===== src/rtl/apb_pkg.sv =====
// Shared types and default sizing for the round-robin APB master.
package apb_pkg;

    typedef enum logic [1:0] {
        IDLE   = 2'd0,
        SETUP  = 2'd1,
        ACCESS = 2'd2
    } apb_state_t;

    localparam int DEF_NREQ    = 2;
    localparam int DEF_AW      = 32;
    localparam int DEF_DW      = 32;
    localparam int DEF_TIMEOUT = 16;

endpackage


===== src/rtl/rr_arbiter.sv =====
// Round-robin arbiter: searches from the requester after the last grant,
// wrapping around, and remembers the winner when the grant is taken.
module rr_arbiter #(
    parameter int NREQ = 2,
    localparam int IW  = (NREQ > 1) ? $clog2(NREQ) : 1
) (
    input  logic            clk,
    input  logic            reset_n,
    input  logic [NREQ-1:0] req,
    input  logic [NREQ-1:0] mask,
    input  logic            advance,
    output logic [NREQ-1:0] grant,
    output logic [IW-1:0]   grant_idx,
    output logic            grant_valid
);

    logic [IW-1:0]   last;
    logic [NREQ-1:0] eligible;
    logic [NREQ-1:0] rotated;
    int              pick;

    // Pointer to the most recent winner; reset value makes requester 0 win first.
    always_ff @(posedge clk or negedge reset_n) begin
        if (!reset_n) begin
            last <= IW'(NREQ - 1);
        end else if (advance && grant_valid) begin
            last <= grant_idx;
        end
    end

    // Rotate eligible requests so bit 0 is last+1, take the first set bit, map back.
    always_comb begin
        eligible    = req & mask;
        rotated     = NREQ'({eligible, eligible} >> (int'(last) + 1));
        grant       = '0;
        grant_idx   = '0;
        grant_valid = 1'b0;
        pick        = 0;
        for (int j = NREQ - 1; j >= 0; j--) begin
            if (rotated[j]) begin
                pick        = int'(last) + 1 + j;
                grant_valid = 1'b1;
            end
        end
        if (pick >= NREQ) begin
            pick = pick - NREQ;
        end
        if (grant_valid) begin
            grant_idx = IW'(pick);
            grant     = NREQ'(1) << grant_idx;
        end
    end

endmodule


===== src/rtl/apb_rr_master.sv =====
// APB master shared by several requesters: round-robin grant, SETUP/ACCESS
// sequencing, wait states with optional timeout, one-cycle completion pulse.
module apb_rr_master
    import apb_pkg::*;
#(
    parameter int NREQ    = DEF_NREQ,
    parameter int AW      = DEF_AW,
    parameter int DW      = DEF_DW,
    parameter int TIMEOUT = DEF_TIMEOUT
) (
    input  logic             i_clk,
    input  logic             i_reset_n,
    input  logic [NREQ-1:0]  i_req,
    input  logic [NREQ-1:0]  i_wr,
    input  logic [NREQ*AW-1:0] i_addr,
    input  logic [NREQ*DW-1:0] i_wdata,
    output logic [NREQ-1:0]  o_done,
    output logic [DW-1:0]    o_rdata,
    output logic             o_err,
    output logic [AW-1:0]    PADDR,
    output logic             PWRITE,
    output logic [DW-1:0]    PWDATA,
    output logic             PSELx,
    output logic             PENABLE,
    input  logic [DW-1:0]    PRDATA,
    input  logic             PREADY,
    input  logic             PSLVERR
);

    localparam int IW = (NREQ > 1) ? $clog2(NREQ) : 1;
    localparam int TW = (TIMEOUT > 0) ? $clog2(TIMEOUT + 1) : 1;
    localparam logic [TW-1:0] TLIM = TW'((TIMEOUT > 0) ? TIMEOUT - 1 : 0);

    apb_state_t      state_q, state_d;
    logic [NREQ-1:0] grant;
    logic [IW-1:0]   grant_idx;
    logic            grant_valid;
    logic            advance;
    logic            finish_ok;
    logic            finish_to;
    logic [NREQ-1:0] cur_grant;
    logic [TW-1:0]   tcnt;
    logic [AW-1:0]   sel_addr;
    logic [DW-1:0]   sel_wdata;
    logic            sel_wr;

    // The requester that just completed is masked out for its done cycle.
    rr_arbiter #(.NREQ(NREQ)) u_arb (
        .clk        (i_clk),
        .reset_n    (i_reset_n),
        .req        (i_req),
        .mask       (~o_done),
        .advance    (advance),
        .grant      (grant),
        .grant_idx  (grant_idx),
        .grant_valid(grant_valid)
    );

    // State register; async reset drops PSELx/PENABLE immediately.
    always_ff @(posedge i_clk or negedge i_reset_n) begin
        if (!i_reset_n) begin
            state_q <= IDLE;
        end else begin
            state_q <= state_d;
        end
    end

    // Next state, bus strobes and completion conditions.
    always_comb begin
        state_d   = state_q;
        PSELx     = 1'b0;
        PENABLE   = 1'b0;
        advance   = 1'b0;
        finish_ok = 1'b0;
        finish_to = 1'b0;
        case (state_q)
            IDLE: begin
                if (grant_valid) begin
                    advance = 1'b1;
                    state_d = SETUP;
                end
            end
            SETUP: begin
                PSELx   = 1'b1;
                state_d = ACCESS;
            end
            ACCESS: begin
                PSELx   = 1'b1;
                PENABLE = 1'b1;
                if (PREADY) begin
                    finish_ok = 1'b1;
                    state_d   = IDLE;
                end else if ((TIMEOUT > 0) && (tcnt == TLIM)) begin
                    finish_to = 1'b1;
                    state_d   = IDLE;
                end
            end
            default: state_d = IDLE;
        endcase
    end

    // Select the winning requester's address, data and direction.
    always_comb begin
        sel_addr  = '0;
        sel_wdata = '0;
        sel_wr    = 1'b0;
        for (int i = 0; i < NREQ; i++) begin
            if (grant_idx == IW'(i)) begin
                sel_addr  = i_addr[i*AW +: AW];
                sel_wdata = i_wdata[i*DW +: DW];
                sel_wr    = i_wr[i];
            end
        end
    end

    // Wait-state counter: cleared in SETUP, counts ACCESS cycles without PREADY, saturates.
    always_ff @(posedge i_clk or negedge i_reset_n) begin
        if (!i_reset_n) begin
            tcnt <= '0;
        end else if (state_q == SETUP) begin
            tcnt <= '0;
        end else if ((state_q == ACCESS) && !PREADY && (tcnt != '1)) begin
            tcnt <= tcnt + 1'b1;
        end
    end

    // Latched bus fields on grant; completion pulse and response on finish.
    always_ff @(posedge i_clk or negedge i_reset_n) begin
        if (!i_reset_n) begin
            PADDR     <= '0;
            PWRITE    <= 1'b0;
            PWDATA    <= '0;
            cur_grant <= '0;
            o_done    <= '0;
            o_rdata   <= '0;
            o_err     <= 1'b0;
        end else begin
            o_done  <= '0;
            o_rdata <= '0;
            o_err   <= 1'b0;
            if (advance) begin
                PADDR     <= sel_addr;
                PWRITE    <= sel_wr;
                PWDATA    <= sel_wdata;
                cur_grant <= grant;
            end
            if (finish_ok) begin
                o_done  <= cur_grant;
                o_rdata <= PWRITE ? '0 : PRDATA;
                o_err   <= PSLVERR;
            end else if (finish_to) begin
                o_done <= cur_grant;
                o_err  <= 1'b1;
            end
        end
    end

endmodule


===== config.mk =====
export PLATFORM = sky130hd
export DESIGN_NAME = apb_rr_master
export DESIGN_NICKNAME = d
export VERILOG_FILES = /design/src/rtl/apb_pkg.sv /design/src/rtl/rr_arbiter.sv /design/src/rtl/apb_rr_master.sv
export SDC_FILE = /design/constraint.sdc
export NUM_CORES = 1
export LEC_CHECK = 0
export CAP_MARGIN = 5
export CORE_MARGIN = 3
export CORE_UTILIZATION = 40
export CTS_BUF_LIST = sky130_fd_sc_hd__clkbuf_4 sky130_fd_sc_hd__clkbuf_8 sky130_fd_sc_hd__clkbuf_16
export DETAILED_ROUTE_END_ITERATION = 16
export PLACE_DENSITY = 0.88
export SYNTH_ARGS = -nofsm -noshare
export SYNTH_HDL_FRONTEND = slang
export SYNTH_SLANG_ARGS = --single-unit

===== constraint.sdc =====
create_clock -name i_clk -period 4.9 [get_ports i_clk]
set_input_delay 0.49 -clock i_clk [delete_from_list [all_inputs] [get_ports i_clk]]
set_output_delay 0.49 -clock i_clk [all_outputs]
set_load 0.02 [all_outputs]

Word-level counts from Yosys, hierarchy flattened
Cells that the tools add are included.
Word-level totals
  register bits: 110
  bits of input ports: 168
  output and inout port bits: 102
  word-level logic and storage cells: 64
Cells by class
  $add $sub $neg: 4
  $lt $le $gt $ge: 1
  equal/unequal tests: 6
  shift operators: 2
  mux-type cells: 31
  bitwise logic cells: 2
  reductions and logical operators: 8
Operators by type and width (count)
  32-bit 2-to-1 mux: 6
  32-bit by 2-bit adder with 32-bit output (second input constant): 1
  32-bit by 3-bit >= comparator with 1-bit output (second input constant): 1
  4-bit by 32-bit >> shifter with 2-bit output: 1
  1-bit 2-to-1 mux: 16
  2-bit 2-to-1 mux: 6
  5-bit 2-to-1 mux: 2
  2-bit one-hot mux with 3 select lines: 1
  5-bit by 1-bit adder with 5-bit output (second input constant): 1
  5-bit by 4-bit equality test with 1-bit output (second input constant): 1
  5-bit != test (second input constant): 1
  1-bit logical AND: 3
  3-bit != test (second input constant): 1
  1-bit by 1-bit adder with 2-bit output (second input constant): 1
  2-bit AND: 1
  2-bit by 1-bit equality test with 1-bit output (second input constant): 1
  2-bit equality test (second input constant): 1
  2-bit zero test: 1
  2-bit by 1-bit != test with 1-bit output (second input constant): 1
  2-bit inverter: 1
  2-bit AND reduction: 1
  2-bit nonzero test: 1
  2-bit OR reduction: 1
  1-bit by 1-bit << shifter with 2-bit output (first input constant): 1
  2 further kinds: 2

Depth between registers and ports, before layout
Gate-level depths: netlist (run 1).
  word-level depth: 9
  gate-level depth with buffers: 7
  mapped depth without buffers: 6

Cells and area by module
From an unflattened synthesis (run 1), not the netlist that was laid out.
Unflattened totals
  cells, all modules: 412
  area total of the unflattened synthesis: 4670.7 um^2
By module, submodules not included
  apb_rr_master: instances 1, cells each 403, area an instance 4594.4 um^2, seq. area each 2727.6 um^2
  rr_arbiter: instances 1, cells each 9, area an instance 76.3 um^2, seq. area each 26.3 um^2

Worst setup path after synthesis (run 1)
Ideal clock, no wire load.
  path type: register -> register
  from: reg tcnt[0]
  to: reg tcnt[3]
  library setup time: 0.078 ns
  arrival time: 1.793 ns
  data required time: 4.822 ns
  path slack: 3.029 ns
  cell stages (with the launch flop): 7
  buffers on the path: 0
  period minus slack after synthesis: 1.871 ns
  cell sequence: dfrtp_1 > ha_1 > and3_1 > ha_1 > or3b_1 > or3_1 > a21oi_1
Between the ends
  word-level cells in the longest chain between the ends: 3
  elaborated cells between the ends (all ways): 6
  those cells by class: add/sub: 1; eq/ne: 1; mux: 2; reduce/logical: 2
Ends and longest elaborated chain
  start: declaration: line apb_rr_master.sv:42  | logic [TW-1:0] tcnt;
  start signal: assignment: line apb_rr_master.sv:123  | tcnt <= tcnt + 1'b1;
  5-bit by 1-bit adder with 5-bit output or 5-bit != test (tied branches): line apb_rr_master.sv:123, apb_rr_master.sv:122
  5-bit 2-to-1 mux or 1-bit logical AND (tied branches): line apb_rr_master.sv:122  | end else if ((state_q == ACCESS) && !PREADY && (tcnt != '1)) begin
  5-bit 2-to-1 mux or 2-bit nonzero test (tied branches)
Several ways; a longest one is shown, not always the timed one. The select of a mux whose other input is x is not followed.
A chain may end at the register's enable or synchronous reset.

Final worst setup path (run 1)
  from: in i_req[0]
  to: reg PADDR[30]
Between the ends
  word-level cells in the longest chain between the ends: 8
  elaborated cells between the ends (all ways): 13
  those cells by class: add/sub: 1; order compare: 1; shift: 1; mux: 9; bitwise: 1
Ends and longest elaborated chain
  start: declaration: line apb_rr_master.sv:13  | input logic [NREQ-1:0] i_req,
  2-bit AND (*): line rr_arbiter.sv:33  | eligible = req & mask;
  4-bit by 32-bit >> shifter with 2-bit output (*): line rr_arbiter.sv:34  | rotated = NREQ'({eligible, eligible} >> (int'(last) + 1));
  32-bit 2-to-1 mux (2 in series): line rr_arbiter.sv:40  | if (rotated[j]) begin
  32-bit by 3-bit >= comparator with 1-bit output or 1-bit subtractor (tied branches): line rr_arbiter.sv:45, rr_arbiter.sv:46
  1-bit 2-to-1 mux: line rr_arbiter.sv:45  | if (pick >= NREQ) begin
  1-bit 2-to-1 mux: line rr_arbiter.sv:48  | if (grant_valid) begin
  32-bit 2-to-1 mux: line apb_rr_master.sv:108  | if (grant_idx == IW'(i)) begin
  end signal: assignment: line apb_rr_master.sv:142  | PADDR <= sel_addr;
  end: declaration: line apb_rr_master.sv:20  | output logic [AW-1:0] PADDR,
Mark *: on every way between the ends. The rest lies on a longest branch, timed or not.

==> results of run 1 <==
[cell families after synthesis]
kind of cell	count (synthesis)	synth area share [%]
AO/OA/AOI/OAI	205	27.20
XOR/XNOR	2	0.3099
adder cells (fa/ha/maj)	7	1.549
buffers and inverters	71	5.488
flip-flops	110	48.71
multiplexers	3	0.5753
AND/OR/NAND/NOR	120	16.18
[critical path: stages]
cell and delay (ns):
clkdlybuf4s50_1 0.55, nand2b_4 0.40, a21oi_4 1.03, buf_4 0.45
a2bb2oi_1 0.23
[registers in the layout, summed over array words and instances, names as in the netlist]
| name | count |
|---|---|
| PADDR | 32 |
| PWDATA | 32 |
| o_rdata | 32 |
| tcnt | 5 |
| cur_grant | 2 |
| o_done | 2 |
| state_q | 2 |
| PWRITE | 1 |
| o_err | 1 |
| u_arb.last | 1 |
[cell usage in the layout (no fill, tap or decap), types with 2 or more instances in the layout]
cell | netlist | layout
o21ai_0 | 66 | 66
a22o_1 | 2 | 2
nand2_1 | 3 | 3
and3b_1 | 63 | 62
buf_4 | 4 | 7
nor2_1 | 6 | 6
and3_1 | 3 | 3
inv_6 | 0 | 4
ha_1 | 7 | 7
mux2_2 | 2 | 2
a21oi_1 | 2 | 2
and2_1 | 32 | 32
inv_1 | 4 | 3
a221oi_1 | 65 | 65
a2bb2oi_1 | 66 | 66
xnor2_1 | 2 | 2
clkbuf_16 | 0 | 9
dfrtp_1 | 109 | 108
clkdlybuf4s50_1 | 0 | 267
and3b_2 | 3 | 4
nand2b_4 | 1 | 2
[worst paths after layout]
check,end,slack (ns),depth (start not counted)
min in group i_clk,cur_grant[1]$_DFFE_PN0P_,0.52,1
hold reg to reg,cur_grant[1]$_DFFE_PN0P_,0.52,1
hold / removal,o_rdata[14]$_DFF_PN0_,0.19,1
setup / recovery,PADDR[30]$_DFFE_PN0P_,1.94,5
max in group asynchronous,o_done[1]$_DFF_PN0_,3.49,2
setup reg to reg,state_q[0]$_DFFE_PN0P_,1.97,4
[synthesized netlist by cell type, types with 4 or more instances]
cell,n
a221oi_1,65
a2bb2oi_1,66
and2_1,32
and3b_1,63
buf_2,16
buf_4,4
clkbuf_1,42
dfrtp_1,109
ha_1,7
inv_1,4
nor2_1,6
o21ai_0,66
[per-layer routing]
layer	vias up	wire [µm]	global-route usage (%)
met3	38	1865	8.319
met4	0	393	6.760
met2	319	9394	40.11
li1	2421	-	-
met1	2613	6944	27.00
met5	-	0	0
[area by class of cell]
cell class                 instances  area [µm²]
inverter                           4       15.01
tap                              176       220.2
sequential                       110        2755
clock buffer                       9       225.2
clock inverter                     7       90.09
timing repair buffer             275        2730
multi-input combinational        337        2606
fill                            1016        4863
[power breakdown]
group / switching [mW] / total, mW / internal, mW / leakage [nW]
logic: 1.18 / 2.37 / 1.18 / 2.10
clock network: 0.353 / 0.762 / 0.410 / 0.154
registers: 0.228 / 1.46 / 1.24 / 1.34
[metrics by stage]
step | setup WS [ns] | instance area (µm²)
finish | 1.943 | 8642
global route | 1.697 | 8642
CTS | 1.951 | 8642
detailed placement | 1.567 | 8327
global placement | 1.713 | 8327
floorplan | 3.029 | 5654
==> results.py, run 1 <==
metrics = {
    "yosys": {
        "synth-seq-area-share_pct": 48.71,
        "synth_area_per_cell_um2": 10.92,
        "synth_top_flop_cell": "dfrtp_1",
        "netlist_area_um2": 5654,
        "ys_types": 38,
        "synth.area.top_cells": "dfrtp_1 48%, a2bb2oi_1 10%, a221oi_1 10%",
        "syn_nets": 693,
        "synth_top_area_share_pct": 48.24,
        "synth_top_area_cell": "dfrtp_1",
        "synth_edf_count": 0,
        "yosys_warnings": 0,
        "synth_cells": 518,
        "synth_seq_cells": 110,
        "async_flop_share_pct": 100.0,
    },
    "final_layout": {
        "synthToLayoutAreaGrowth_pct": 52.84,
        "fin_cells": 918,
        "fin_util_pct": 63.99,
        "fin_nets": 912,
        "drive_above_1_share_pct": 5.121,
        "antennaDiodeCount": 0,
    },
    "clock_tree": {
        "clk_path_buf_depth": 2,
        "cts.clk_slew.worst_paths_ns": 0.08,
        "cts_hold_buf": 0,
        "post_cts_resized": 0,
        "clock_sinks": 110,
        "cts_htree_levels": 3,
        "clk-insertion-delay-late_ns": 0.34,
        "cts_root_buf": "clkbuf_16",
        "cts_buffers": 9,
        "cts_tree": "yes",
        "post_cts_buffers": 0,
    },
    "global_route": {
        "overflow": 0,
        "antenna_found_initial": 0,
        "grt_pass1_wl_mm": 29.68,
        "grt_util_all_layers_pct": 23.15,
        "grt_max_degree": 134,
        "grt_pass1_vias": 5651,
    },
    "placement": {
        "io_buffers": 269,
        "place_inst": 902,
        "post-dp-hpwl_mm": 12.67,
        "gp_congestion": 0.8732,
    },
    "detailed_routing": {
        "num_vias": 5391,
        "drt_iter0_markers": 462,
        "drc": 0,
        "ant_nets": 0,
        "avgRoutedWirePerCell_um": 20.26,
        "viasPerCell": 5.873,
        "wl_mm": 18.60,
        "first_pass_iters": 6,
    },
    "timing": {
        "fin_skew_ns": 0.005629,
        "worst_pin_slew_ns": 1.217,
        "finalHoldViolCount": 0,
        "post-route-period-util_pct": 60.34,
        "rsz0062_at_grt": "no",
        "relSlewSlack_pct": 18.84,
        "setup_viol": 0,
        "finalSetupTns_ns": 0,
        "hold_ws_ns": 0.1905,
        "fmax_mhz": 338.2,
        "period_needed_ns": 2.957,
        "drv_slew": 0,
    },
    "floorplanning": {
        "ioPinCount": 270,
        "std_cell_rows": 42,
        "die_area_um2": 15600,
        "core_area_um2": 13510,
        "die_h_um": 124.9,
        "initial_utilization_pct": 41.87,
        "die_x_um": 124.9,
    },
    "worst_setup_path": {
        "r2r-start": "o_done[1]$_DFF_PN0_",
        "crit_path_start_kind": "input port",
        "startpoint": "i_req[0]",
        "crit_path_end_kind": "register",
        "arrival_ns": 3.21,
        "path_max_fanout": 68,
        "worstSetupPathType": "in2reg",
        "crit_required_ns": 5.15,
    },
    "power": {
        "total_power_mw": 4.592,
        "leakagePower_nw": 3.593,
        "power_density_nw_per_um2": 531.4,
        "vdd.ir_drop.worst_uv": 340.4,
    },
    "run_status": {
        "status": "finished, final reports clean",
    },
    "worst_hold_path": {
        "hp-class": "in2async",
    },
    "job": {
        "cap_viol_max_count": 0,
    },
}
Note: power is estimated with default switching activity, not from simulation.
==> inputs of run 2 (changes only) <==
- CORE_UTILIZATION: 40 -> 37
- PLACE_DENSITY: 0.88 -> 0.86
- clock period: 4.9 -> 2.7 ns (I/O delays scaled with it)
==> run 2 against run 1 <==
Effect of this change:
- first-iteration DRC count shrank 13%
- power up 81%
- clock-buffer cell count rose by 3
- combinational power rose by 86%
- highest routed layer unchanged
- via count decreased by 0.32%
==> results.py, run 2 (same netlist as run 1, synthesis figures left out) <==
metrics = {
    "clock_tree": {
        "post_cts_buffers": 0,
        "post_cts_resized": 0,
        "clock_sinks": 110,
        "cts_root_buf": "clkbuf_16",
        "clk-insertion-delay-late_ns": 0.35,
        "cts.clk_slew.worst_paths_ns": 0.07,
        "cts_hold_buf": 1,
        "clk_path_buf_depth": 2,
        "cts_htree_levels": 3,
        "cts_tree": "yes",
        "cts_buffers": 9,
    },
    "placement": {
        "dpl_cell_area_um2": 8457,
        "post-dp-hpwl_mm": 12.39,
        "io_buffers": 269,
        "gp_congestion": 0.7866,
    },
    "timing": {
        "setup_viol": 0,
        "drv_slew": 0,
        "relSlewSlack_pct": 50.93,
        "finalSetupTns_ns": 0,
        "fmax_mhz": 468.0,
        "rsz0062_at_grt": "no",
        "fin_skew_ns": 0.01517,
        "period_needed_ns": 2.137,
        "finalHoldViolCount": 0,
        "worst_pin_slew_ns": 0.7350,
        "post-route-period-util_pct": 79.14,
    },
    "detailed_routing": {
        "avgRoutedWirePerCell_um": 19.87,
        "viasPerCell": 5.760,
        "drc": 0,
        "ant_nets": 0,
        "num_vias": 5374,
        "wl_mm": 18.54,
        "first_pass_iters": 5,
        "drt_iter0_markers": 403,
    },
    "global_route": {
        "use_met2_pct": 34.76,
        "grt_max_degree": 86,
        "gr-usage-met3_pct": 7.296,
        "grt_busiest_layer": "met2",
        "grt_pass1_wl_mm": 28.89,
        "grt_pass1_vias": 5417,
        "grt_util_all_layers_pct": 21.74,
        "overflow": 0,
        "antenna_found_initial": 0,
        "met1_usage_pct": 27.77,
    },
    "worst_setup_path": {
        "max_stage_delay_ns": 0.67,
        "crit_required_ns": 2.43,
        "path_cells": "inv_1, ha_1, clkdlybuf4s50_1",
        "arrival_ns": 1.87,
        "crit_path_start_kind": "register",
        "rrSetupSlack_ns": 0.59,
        "worstSetupPathType": "reg2out",
        "slowest_stage": "clkdlybuf4s50_1",
        "path_max_fanout": 9,
        "crit_path_end_kind": "primary output",
    },
    "final_layout": {
        "fin_nets": 919,
        "layout_commonest_cell": "clkdlybuf4s50_1",
        "most-common-layout-cells": "267 x clkdlybuf4s50_1, 108 x dfrtp_1, 66 x o21ai_0, 66 x a2bb2oi_1, 65 x a221oi_1",
        "antennaDiodeCount": 0,
        "reg_top3": "PADDR x32, PWDATA x32, o_rdata x32",
        "fin_util_pct": 59.32,
        "drive_above_1_share_pct": 5.874,
        "design_area_um2": 8752,
        "synthToLayoutAreaGrowth_pct": 54.79,
    },
    "floorplanning": {
        "die_area_um2": 16800,
        "std_cell_rows": 44,
        "ioPinCount": 270,
        "core_area_um2": 14750,
        "die_h_um": 129.6,
        "initial_utilization_pct": 38.32,
        "die_x_um": 129.6,
    },
    "worst_hold_path": {
        "hp-class": "in2async",
    },
    "job": {
        "cap_viol_max_count": 0,
    },
    "power": {
        "power_density_nw_per_um2": 950.1,
        "vdd.ir_drop.worst_uv": 471.7,
        "leakagePower_nw": 3.634,
        "total_power_mw": 8.316,
    },
    "run_status": {
        "status": "finished, final reports clean",
    },
}
==> run 2: path summary, 6_finish.rpt <==
check                                         startpoint                       end  depth (start not counted)
worst max-delay path              state_q[0]$_DFFE_PN0P_                   PENABLE                          3
worst min-delay path                           i_reset_n     PWDATA[3]$_DFFE_PN0P_                          2
worst max register to register    state_q[1]$_DFFE_PN0P_      PADDR[4]$_DFFE_PN0P_                          6
worst min register to register  cur_grant[1]$_DFFE_PN0P_  cur_grant[1]$_DFFE_PN0P_                          1
max in group asynchronous                      i_reset_n    u_arb.last$_DFFE_PN1P_                          3
min in group i_clk                             i_addr[9]      PADDR[9]$_DFFE_PN0P_                          3
==> run 2: metal layers <==
metal	vias up	wire length [µm]
met5	-	0
met4	0	371
met3	33	1925
met2	278	8777
met1	2616	7463
li1	2447	-
==> run 2: final cells by class <==
class	count	area [µm²]
clock buffers	12	254.0
clock inverters	4	31.28
inverters	4	15.01
repair buffers	282	2860
multi-input cells	337	2606
flip-flops and latches	110	2755
fillers	1207	6002
well taps	184	230.2
==> run 2: critical path: cells and delay by family (launching register included) <==
kind,cells,cell delay (ns)
buffers and inverters,2,0.79
adders and majority gates,1,0.34
DFF,1,0.40
==> run 2: per-stage QoR <==
| stage | setup WS (ns) | hold slack [ns] | std cells |
|---|---|---|---|
| detailed placement | 0.6124 | 0.2847 | 916 |
| global route | 0.4443 | 0.4596 | 933 |
| finish | 0.5632 | 0.4515 | 933 |
| floorplan | 0.8291 | -0.02559 | 518 |
| CTS | 0.5044 | 0.4463 | 933 |
| global placement | 0.6919 | 0.2820 | 916 |
==> run 2: power by group <==
group          switching, mW  internal, mW
registers              0.355          2.24
clock network          0.620         0.677
logic                   2.20          2.22
==> inputs of run 3 (changes only) <==
- CORE_UTILIZATION: 37 -> 40
- PLACE_DENSITY: 0.86 -> 0.88
- clock period: 2.7 -> 2.1 ns (I/O delays scaled with it)
==> run 3 against run 2 <==
Effect of this change:
- global-route usage grew 1.9 points
- wire length grew 1.6%
- clock power increased by 38%
- critical path depth is 3 higher
- clock-buffer cell count fell by 3
- highest routed layer unchanged
==> results.py, run 3 (same netlist as run 1, synthesis figures left out) <==
metrics = {
    "detailed_routing": {
        "drc": 0,
        "ant_nets": 0,
        "viasPerCell": 5.837,
        "first_pass_iters": 5,
        "wl_mm": 18.83,
        "num_vias": 5434,
        "drt_iter0_markers": 403,
        "avgRoutedWirePerCell_um": 20.23,
    },
    "power": {
        "seq_power_share_pct": 30.8,
        "power.switching_mw": 4.168,
        "power.share.clock_pct": 16.5,
        "switching_share_pct": 38.34,
        "leakagePower_nw": 3.698,
        "power_density_nw_per_um2": 1231,
        "intPower_mw": 6.704,
        "total_power_mw": 10.87,
        "comb_power_share_pct": 52.7,
        "vdd.ir_drop.worst_uv": 647.3,
    },
    "worst_setup_path": {
        "crit_path_end_kind": "register",
        "path_cells": "ha_1, and3_1, ha_2, or3b_4, or3_1, a21oi_1",
        "path_max_fanout": 3,
        "worstSetupPathType": "reg2reg",
        "max_stage_delay_ns": 0.41,
        "cp_num_buf_inv": 0,
        "rrSetupSlack_ns": 0.12,
        "arrival_ns": 2.26,
        "crit_path_start_kind": "register",
        "slowest_stage": "dfrtp_1",
        "crit_required_ns": 2.38,
        "crit_family": "simple AND/OR/NAND/NOR gates",
    },
    "final_layout": {
        "fin_nets": 925,
        "synthToLayoutAreaGrowth_pct": 56.25,
        "most-common-layout-cells": "266 x clkdlybuf4s50_1, 108 x dfrtp_1, 66 x o21ai_0, 66 x a2bb2oi_1, 65 x a221oi_1",
        "seq_area_um2": 2755,
        "layout_commonest_cell": "clkdlybuf4s50_1",
        "fin_cells": 931,
        "design_area_um2": 8835,
        "reg_top3": "PADDR x32, PWDATA x32, o_rdata x32",
        "antennaDiodeCount": 0,
        "nFillCells": 990,
        "multi_input_area_um2": 2619,
        "fin_util_pct": 65.42,
        "drive_above_1_share_pct": 7.152,
    },
    "clock_tree": {
        "cts_tree": "yes",
        "cts_htree_levels": 3,
        "clk_path_buf_depth": 2,
        "cts_root_buf": "clkbuf_16",
        "clk-insertion-delay-late_ns": 0.35,
        "cts.clk_slew.worst_paths_ns": 0.08,
        "clock_sinks": 110,
        "cts_buffers": 9,
    },
    "timing": {
        "finalHoldViolCount": 0,
        "setup_viol": 0,
        "period_needed_ns": 1.978,
        "worst_pin_slew_ns": 0.6907,
        "finalSetupTns_ns": 0,
        "fmax_mhz": 505.6,
        "drv_slew": 0,
        "fin_skew_ns": 0.008072,
        "rsz0062_at_grt": "no",
        "relSlewSlack_pct": 53.95,
        "post-route-period-util_pct": 94.19,
    },
    "floorplanning": {
        "core_area_um2": 13510,
        "initial_utilization_pct": 41.87,
        "die_area_um2": 15600,
        "std_cell_rows": 42,
        "ioPinCount": 270,
        "die_x_um": 124.9,
        "die_h_um": 124.9,
    },
    "global_route": {
        "overflow": 0,
        "grt_pass1_wl_mm": 30.28,
        "grt_pass1_vias": 5784,
        "antenna_found_initial": 0,
        "grt_max_degree": 61,
        "grt_util_all_layers_pct": 23.60,
    },
    "placement": {
        "place_inst": 914,
        "io_buffers": 269,
        "dpl_cell_area_um2": 8492,
        "gp_congestion": 0.8637,
        "post-dp-hpwl_mm": 13.37,
    },
    "job": {
        "cap_viol_max_count": 0,
    },
    "worst_hold_path": {
        "hp-class": "in2reg",
    },
    "run_status": {
        "status": "finished, final reports clean",
    },
}
## run 3: changes by cell type in the layout (fill, tap and decap cells not counted), moves of 2 or more
cell / change
ha_2: +2
clkbuf_4: -2
ha_1: -2
clkinv_4: +2
buf_4: +6
clkinvlp_4: -3
## run 3: cell type report
| cell class | count | area share [%] |
|---|---|---|
| multi-input combinational | 337 | 29.64 |
| clock buffer | 9 | 2.549 |
| clock inverter | 7 | 1.048 |
| timing repair buffer | 288 | 32.91 |
| tap | 176 | 2.493 |
| inverter | 4 | 0.1699 |
| sequential | 110 | 31.19 |
## run 3: power by group through the flow
stage / registers (mW) / logic [mW] / clock network (mW)
floorplan: 4.13 / 2.43 / 0
global placement: 3.34 / 5.58 / 0
detailed placement: 3.36 / 5.75 / 0
CTS: 3.34 / 5.76 / 1.84
global route: 3.43 / 6.12 / 1.92
finish: 3.35 / 5.73 / 1.80
## run 3: worst register-to-register path, cell delays in order, from the launching register on
cell,delay (ns)
dfrtp_1,0.41
ha_1,0.21
and3_1,0.20
ha_2,0.20
or3b_4,0.38
or3_1,0.36
a21oi_1,0.14
## run 3: metrics by stage
step | hold slack [ns] | setup slack (ns)
final | 0.4092 | 0.1220
after global routing | 0.4078 | 0.04047
after CTS | 0.3958 | 0.007522
after detailed placement | 0.2960 | 0.1161
after global placement | 0.2744 | 0.1701
after floorplan | -0.08559 | 0.2291
## run 3: metal layers
layer  track usage [%]  up-vias  routed length (µm)
li1                  -     2458                   -
met1             27.70     2653                7249
met2             40.74      278                9433
met3             6.561       45                1611
met4             9.630        0                 540
met5                 0        -                   0
## run 3: worst paths after layout
path,from,endpoint,cells after the start
min,PRDATA[28],o_rdata[28]$_DFF_PN0_,2
max reg2reg,tcnt[0]$_DFFE_PN0P_,tcnt[3]$_DFFE_PN0P_,6
max in group asynchronous,i_reset_n,PWDATA[6]$_DFFE_PN0P_,3
min in group asynchronous,i_reset_n,o_rdata[11]$_DFF_PN0_,2
max,tcnt[0]$_DFFE_PN0P_,tcnt[3]$_DFFE_PN0P_,6
min reg2reg,cur_grant[1]$_DFFE_PN0P_,cur_grant[1]$_DFFE_PN0P_,1
## run 3: what timing repair did
item	in CTS	in global routing
endpoints found under the hold margin	49	0
hold buffers	1	0
setup endpoints to repair	0	3
resized for setup	0	5
buffers inserted	0	0
